[src/rtl/plab3_mem_dual_port_mem_arbiter.sv]
// Merges icache (port 0) and dcache (port 1) memory request streams onto one in-order
// memory port; a source-ID FIFO routes responses back. PLAB3_MEM_ARB_FIXED_PRIO_EN selects fixed port-0 priority.
module plab3_mem_dual_port_mem_arbiter #(
   parameter  int p_max_outstanding = 4,
   localparam int abw               = 32,
   localparam int clw               = 128,
   localparam int req_nbits         = 3 + 8 + abw + $clog2(clw/8) + clw,
   localparam int resp_nbits        = 3 + 8 + $clog2(clw/8) + clw
) (
   input  logic                  clk,
   input  logic                  reset,

   input  logic [req_nbits-1:0]  req0_msg,
   input  logic                  req0_val,
   output logic                  req0_rdy,

   input  logic [req_nbits-1:0]  req1_msg,
   input  logic                  req1_val,
   output logic                  req1_rdy,

   output logic [resp_nbits-1:0] resp0_msg,
   output logic                  resp0_val,
   input  logic                  resp0_rdy,

   output logic [resp_nbits-1:0] resp1_msg,
   output logic                  resp1_val,
   input  logic                  resp1_rdy,

   output logic [req_nbits-1:0]  memreq_msg,
   output logic                  memreq_val,
   input  logic                  memreq_rdy,

   input  logic [resp_nbits-1:0] memresp_msg,
   input  logic                  memresp_val,
   output logic                  memresp_rdy
);

   localparam int ptr_w = $clog2(p_max_outstanding);

   logic             id_fifo_r [p_max_outstanding];
   logic [ptr_w-1:0] head_r;
   logic [ptr_w-1:0] tail_r;
   logic [ptr_w:0]   count_r;

   logic             rr_ptr_s;
   logic             grant_val_s;
   logic             grant_id_s;
   logic             fifo_full_s;
   logic             fifo_empty_s;
   logic             head_id_s;
   logic             push_s;
   logic             pop_s;

`ifdef PLAB3_MEM_ARB_FIXED_PRIO_EN
   assign rr_ptr_s = 1'b0;
`else
   logic rr_ptr_r;

   // Round-robin pointer: after a fire the other port wins the next conflict
   always_ff @(posedge clk or negedge reset) begin
      if (!reset) begin
         rr_ptr_r <= 1'b0;
      end else if (push_s) begin
         rr_ptr_r <= ~grant_id_s;
      end
   end

   assign rr_ptr_s = rr_ptr_r;
`endif

   // Grant depends only on the two valids and the pointer, never on memreq_rdy
   always_comb begin
      grant_val_s = 1'b0;
      grant_id_s  = 1'b0;
      if (req0_val && req1_val) begin
         grant_val_s = 1'b1;
         grant_id_s  = rr_ptr_s;
      end else if (req0_val) begin
         grant_val_s = 1'b1;
         grant_id_s  = 1'b0;
      end else if (req1_val) begin
         grant_val_s = 1'b1;
         grant_id_s  = 1'b1;
      end else begin
         grant_val_s = 1'b0;
         grant_id_s  = 1'b0;
      end
   end

   assign fifo_full_s  = (count_r == (ptr_w+1)'(p_max_outstanding));
   assign fifo_empty_s = (count_r == {(ptr_w+1){1'b0}});
   assign head_id_s    = id_fifo_r[head_r];

   // val/rdy outputs are gated by reset so they drop the moment reset asserts
   assign memreq_msg  = grant_id_s ? req1_msg : req0_msg;
   assign memreq_val  = reset && grant_val_s && !fifo_full_s;
   assign req0_rdy    = reset && grant_val_s && !grant_id_s && memreq_rdy && !fifo_full_s;
   assign req1_rdy    = reset && grant_val_s &&  grant_id_s && memreq_rdy && !fifo_full_s;

   assign resp0_msg   = memresp_msg;
   assign resp1_msg   = memresp_msg;
   assign resp0_val   = reset && memresp_val && !fifo_empty_s && !head_id_s;
   assign resp1_val   = reset && memresp_val && !fifo_empty_s &&  head_id_s;
   assign memresp_rdy = reset && !fifo_empty_s && (head_id_s ? resp1_rdy : resp0_rdy);

   assign push_s = memreq_val && memreq_rdy;
   assign pop_s  = memresp_val && memresp_rdy;

   // Source-ID FIFO; head/tail wrap naturally because the depth is a power of two
   always_ff @(posedge clk or negedge reset) begin
      if (!reset) begin
         head_r  <= {ptr_w{1'b0}};
         tail_r  <= {ptr_w{1'b0}};
         count_r <= {(ptr_w+1){1'b0}};
         for (int i = 0; i < p_max_outstanding; i++) begin
            id_fifo_r[i] <= 1'b0;
         end
      end else begin
         if (push_s) begin
            id_fifo_r[tail_r] <= grant_id_s;
            tail_r            <= tail_r + ptr_w'(1);
         end
         if (pop_s) begin
            head_r <= head_r + ptr_w'(1);
         end
         if (push_s && !pop_s) begin
            count_r <= count_r + (ptr_w+1)'(1);
         end else if (pop_s && !push_s) begin
            count_r <= count_r - (ptr_w+1)'(1);
         end
      end
   end

endmodule

[config.mk]
export PLATFORM = sky130hd
export DESIGN_NAME = plab3_mem_dual_port_mem_arbiter
export DESIGN_NICKNAME = d
export VERILOG_FILES = /design/src/rtl/plab3_mem_dual_port_mem_arbiter.sv
export SDC_FILE = /design/constraint.sdc
export NUM_CORES = 1
export LEC_CHECK = 0
export ABC_CLOCK_PERIOD_IN_PS = 7100
export BUFFER_PORTS_ARGS = -buffer_cell sky130_fd_sc_hd__buf_2
export CAP_MARGIN = 25
export CORE_AREA = 2 2 376 378
export CTS_CLUSTER_SIZE = 24
export DETAILED_ROUTE_END_ITERATION = 8
export DIE_AREA = 0 0 378 380
export SETUP_SLACK_MARGIN = 0.2
export SYNTH_ARGS = -nofsm -noshare
export SYNTH_HDL_FRONTEND = slang
export SYNTH_SLANG_ARGS = --single-unit
[constraint.sdc]
create_clock -name clk -period 7.1 [get_ports clk]
set_input_delay 1.42 -clock clk [delete_from_list [all_inputs] [get_ports clk]]
set_output_delay 1.42 -clock clk [all_outputs]
set_load 0.02 [all_outputs]
### Yosys cells after proc, flatten, opt, wreduce, memory -nomap -nowiden

Cells that the tools add are included.

| operators by class | value |
|---|---|
| add/sub/neg operators | 4 |
| magnitude comparators | 3 |
| equal/unequal tests | 1 |
| mux-type cells | 15 |
| bitwise gates (word level) | 3 |
| reduce and logical (&&, ||, !) cells | 28 |

Operators with widths:

| cell | count |
|---|---|
| two-way mux 175 bit | 1 |
| logical AND 1 bit | 20 |
| two-way mux 1 bit | 9 |
| >= comparator 3 bit, second input constant | 2 |
| logical NOT 1 bit | 6 |
| two-way mux 3 bit | 2 |
| NOT 2 -> 3 bit | 2 |
| adder 2 x 1 -> 2 bit, second input constant | 2 |
| bitwise mux 4 bit | 1 |
| adder 3 x 1 -> 3 bit, second input constant | 1 |
| equality test 3 bit, second input constant | 1 |
| logical NOT 3 bit | 1 |
| < comparator 3 x 1 -> 1 bit, second input constant | 1 |
| subtractor 3 x 1 -> 3 bit, second input constant | 1 |
| binary-select mux 1 bit (select 2 bit) | 1 |
| demux 1 bit (select 2 bit) | 1 |
| nonzero test 2 bit | 1 |
| NOT 1 bit | 1 |

| word-level totals | value |
|---|---|
| bits in registers | 12 |
| input bits | 501 |
| output and inout bits | 467 |
| word-level logic and storage cells | 62 |

### Logic depth before layout (Yosys ltp)

| depth | value |
|---|---|
| depth in word-level cells | 10 |
| depth in mapped cells | 11 |
| depth with buffers taken out | 10 |

### Worst setup path before layout

Ideal clock, no wire load.

| timing | value |
|---|---|
| path kind | input -> output |
| start | input req1_val |
| end | output memreq_msg[0] |
| arrival time | 2.478 ns |
| data required time | 5.680 ns |
| path slack | 3.202 ns |
| stages on the path | 4 |
| path buffers | 2 |
| cell sequence | a21boi_1 > clkbuf_1 > buf_2 > mux2_1 |

| on the way | value |
|---|---|
| cells in the longest elaborated chain, start to end | 4 |
| elaborated cells between the ends (all ways) | 5 |

Ends and longest elaborated chain:

| item | RTL line | source |
|---|---|---|
| start, declared | 18 | `input logic req1_val,` |
| two-way mux 1 bit | 81 | `end else if (req1_val) begin` |
| two-way mux 1 bit | 78 | `end else if (req0_val) begin` |
| two-way mux 1 bit * | 75 | `if (req0_val && req1_val) begin` |
| two-way mux 175 bit * | 95 | `assign memreq_msg = grant_id_s ? req1_msg : req0_msg;` |
| end, declared | 29 | `output logic [req_nbits-1:0] memreq_msg,` |

Mark *: on every way between the ends. The rest lies on a longest branch, timed or not.

### Worst setup path after layout

| timing | value |
|---|---|
| start | input req0_val |
| end | output memreq_msg[36] |

| on the way | value |
|---|---|
| cells in the longest elaborated chain, start to end | 3 |
| elaborated cells between the ends (all ways) | 4 |

Ends and longest elaborated chain:

| item | RTL line | source |
|---|---|---|
| start, declared | 14 | `input logic req0_val,` |
| two-way mux 1 bit / logical AND 1 bit (equally long branches) | 78, 75 |  |
| two-way mux 1 bit * | 75 |  |
| two-way mux 175 bit * | 95 |  |

Marked as above.

==> results.json <==
{
  "start_kind": "primary input",
  "synth_fp_nets": 1048,
  "yosysTopAreaCellShare_pct": 43.92,
  "via_per_inst": 1.971,
  "antenna_found_initial": 112,
  "finalWirelength_mm": 66.42,
  "ctsRootBufferMaster": "clkbuf_16",
  "cp-end-kind": "primary output",
  "grt_pass1_vias": 4705,
  "cp.arrival_ns": 3.14,
  "numCtsBuffers": 3,
  "cts_setup_buffers": 0,
  "setup_ws_ns": 2.535,
  "htree_levels": 1,
  "ys.flop_type": "dfrtp_1",
  "synthDistinctLibCells": 26,
  "drv_cap": 0,
  "syn_avg_cell_area_um2": 9.068,
  "use_met3_pct": 6.360,
  "finalCritPeriodShare_pct": 64.29,
  "crit_path_max_fanout": 99,
  "min_path_type": "flop to flop",
  "synthTopCellsByArea": "buf_4, mux2_1, dfrtp_1",
  "setup_violations": 0,
  "syn_to_final_growth_pct": 60.42,
  "synth_commonest_cells": "buf_4, mux2_1, buf_2",
  "drv_slew": 0,
  "die-height_um": 380,
  "fin_crit_ns": 4.565,
  "grt_max_degree": 99,
  "r2r_start": "head_r[0]$_DFFE_PN0P_",
  "worstSetupStartpoint": "req0_val",
  "grt_pass1_wl_mm": 74.58,
  "p_leak_nw": 3.212,
  "grt_usage_pct": 8.709,
  "cts_resized": 0,
  "power_mw": 1.035,
  "hold_viol_final": 0,
  "yosys_register_bits": 12,
  "dr.pass1.iters": 4,
  "synth-edff-count": 0,
  "crit_type": "primary input to primary output",
  "powerDensity_nw_per_um2": 131.5,
  "rsz0062_at_grt": "no",
  "dp_cells": 2653,
  "die_x_um": 378,
  "die-area_um2": 143600,
  "ir_drop_v": 0.00008680,
  "final_cells": 2668,
  "antenna_left": 0,
  "detail_route.wl_per_cell_um": 24.89,
  "yosysTopAreaCell": "buf_4",
  "grt_busiest_layer": "met2",
  "rows": 137,
  "vias": 5258,
  "clkTransAtPathRegs_ns": 0.04,
  "cp.required_ns": 5.68,
  "tns_ns": 0,
  "ys_seq_area_share_pct": 6.121,
  "place_ws_ns": 2.511,
  "place_hpwl_mm": 63.46,
  "core_area_um2": 139200,
  "ios": 968,
  "initial_utilization_pct": 3.525,
  "nNetsFinal": 1289,
  "syn_inst": 541,
  "synth.yosys.warnings": 0,
  "synthArstFlopShare_pct": 100.0,
  "synthesis.area_um2": 4906,
  "hp-start": "id_fifo_r[3]$_DFFE_PN0P_",
  "portBuffers": 538,
  "clock_sinks": 12,
  "drive_above_1_share_pct": 70.93,
  "clk_path_buf_depth": 2,
  "clock_latency_ns": 0.24,
  "drt-initial-drc-count": 180,
  "drc": 0,
  "grtUsageMet2_pct": 15.07,
  "status": "finished clean",
  "yosysMostFrequentCell": "buf_4",
  "tightest_slew_ns": 0.7730,
  "fmax_ghz": 0.2191,
  "cts_tree": "built",
  "hold_buffers": 0,
  "utilization_pct": 5.654,
  "grt_util_met1_pct": 8.519,
  "fillers": 16580,
  "gp_congestion": 0.9289,
  "grt_overflow": 0,
  "clock_skew_ns": 0.0008415,
  "maxSlewHeadroom_pct": 48.47
}
## final timing paths
kind	depth (start not counted)	end	slack [ns]
min	1	id_fifo_r[3]$_DFFE_PN0P_	0.50
max in group asynchronous	1	count_r[2]$_DFFE_PN0P_	5.74
max reg2reg	9	count_r[2]$_DFFE_PN0P_	4.55
max	6	memreq_msg[36]	2.54
min in group asynchronous	1	count_r[1]$_DFFE_PN0P_	1.09
min reg2reg	1	id_fifo_r[3]$_DFFE_PN0P_	0.50
## registers in the layout (all words and copies together), names as in the netlist
signal and flops:
count_r 3, rr_ptr_r 1, tail_r 2, head_r 2, id_fifo_r 4
## routing by layer
layer / vias to the layer above / routed length [um]
met2: 882 / 30970
met1: 2194 / 21700
met5: - / 68
li1: 2004 / -
met3: 172 / 11840
met4: 6 / 1842
## power breakdown
part | total [mW] | switching (mW) | internal [mW] | leakage [nW]
combinational | 0.779 | 0.467 | 0.312 | 3.03
clock | 0.116 | 0.0305 | 0.0851 | 0.0442
sequential | 0.140 | 0.0374 | 0.103 | 0.143
total | 1.03 | 0.535 | 0.500 | 3.21
## worst max-delay path, cell delays in order
cell      delay, ns
buf_2          0.12
a21boi_4       0.26
buf_12         0.30
buf_4          0.30
mux2_1         0.35
buf_2          0.17
## metrics by stage
| stage | hold WS [ns] | cell area [um2] |
|---|---|---|
| 5_1_grt | 0.5158 | 7848 |
| 6_report | 0.4975 | 7870 |
| 4_1_cts | 0.4972 | 7843 |
| 3_5_place_dp | 0.4907 | 7754 |
| 3_3_place_gp | 0.4735 | 7754 |
| 2_1_floorplan | 0.4495 | 4906 |
## layout make-up
type                       instances  area, um2  share of cell area (%)
timing repair buffer             543       2743                   34.85
tap                             1876       2347                   29.83
multi-input combinational        217       2345                   29.79
sequential                        12      300.3                   3.816
clock buffer                       4      88.84                   1.129
antenna                           11      27.53                  0.3498
inverter                           5      18.77                  0.2385
## cells in the final DEF, fill, tap and decap left out, drive strengths merged
cell and instances:
buf 543, mux2 180, dfrtp 12, diode 11, nor2 6, nand2 6, ha 5, inv 5
clkbuf 4, xnor2 3, xor2 3, o21ai 2, a21oi 2, a21boi 1, o311ai 1, mux4 1
mux2i 1, or2 1, nor2b 1, o31ai 1, and2 1, nor3b 1, fa 1
## cells by family after synthesis
family,share of synthesized area [%]
simple gates,1.505
fa+ha+maj,1.683
xor+xnor,1.071
flops,6.121
mux,41.98
compound gates,1.326
buf+inv,46.31
(Power assumes the default switching activity.)
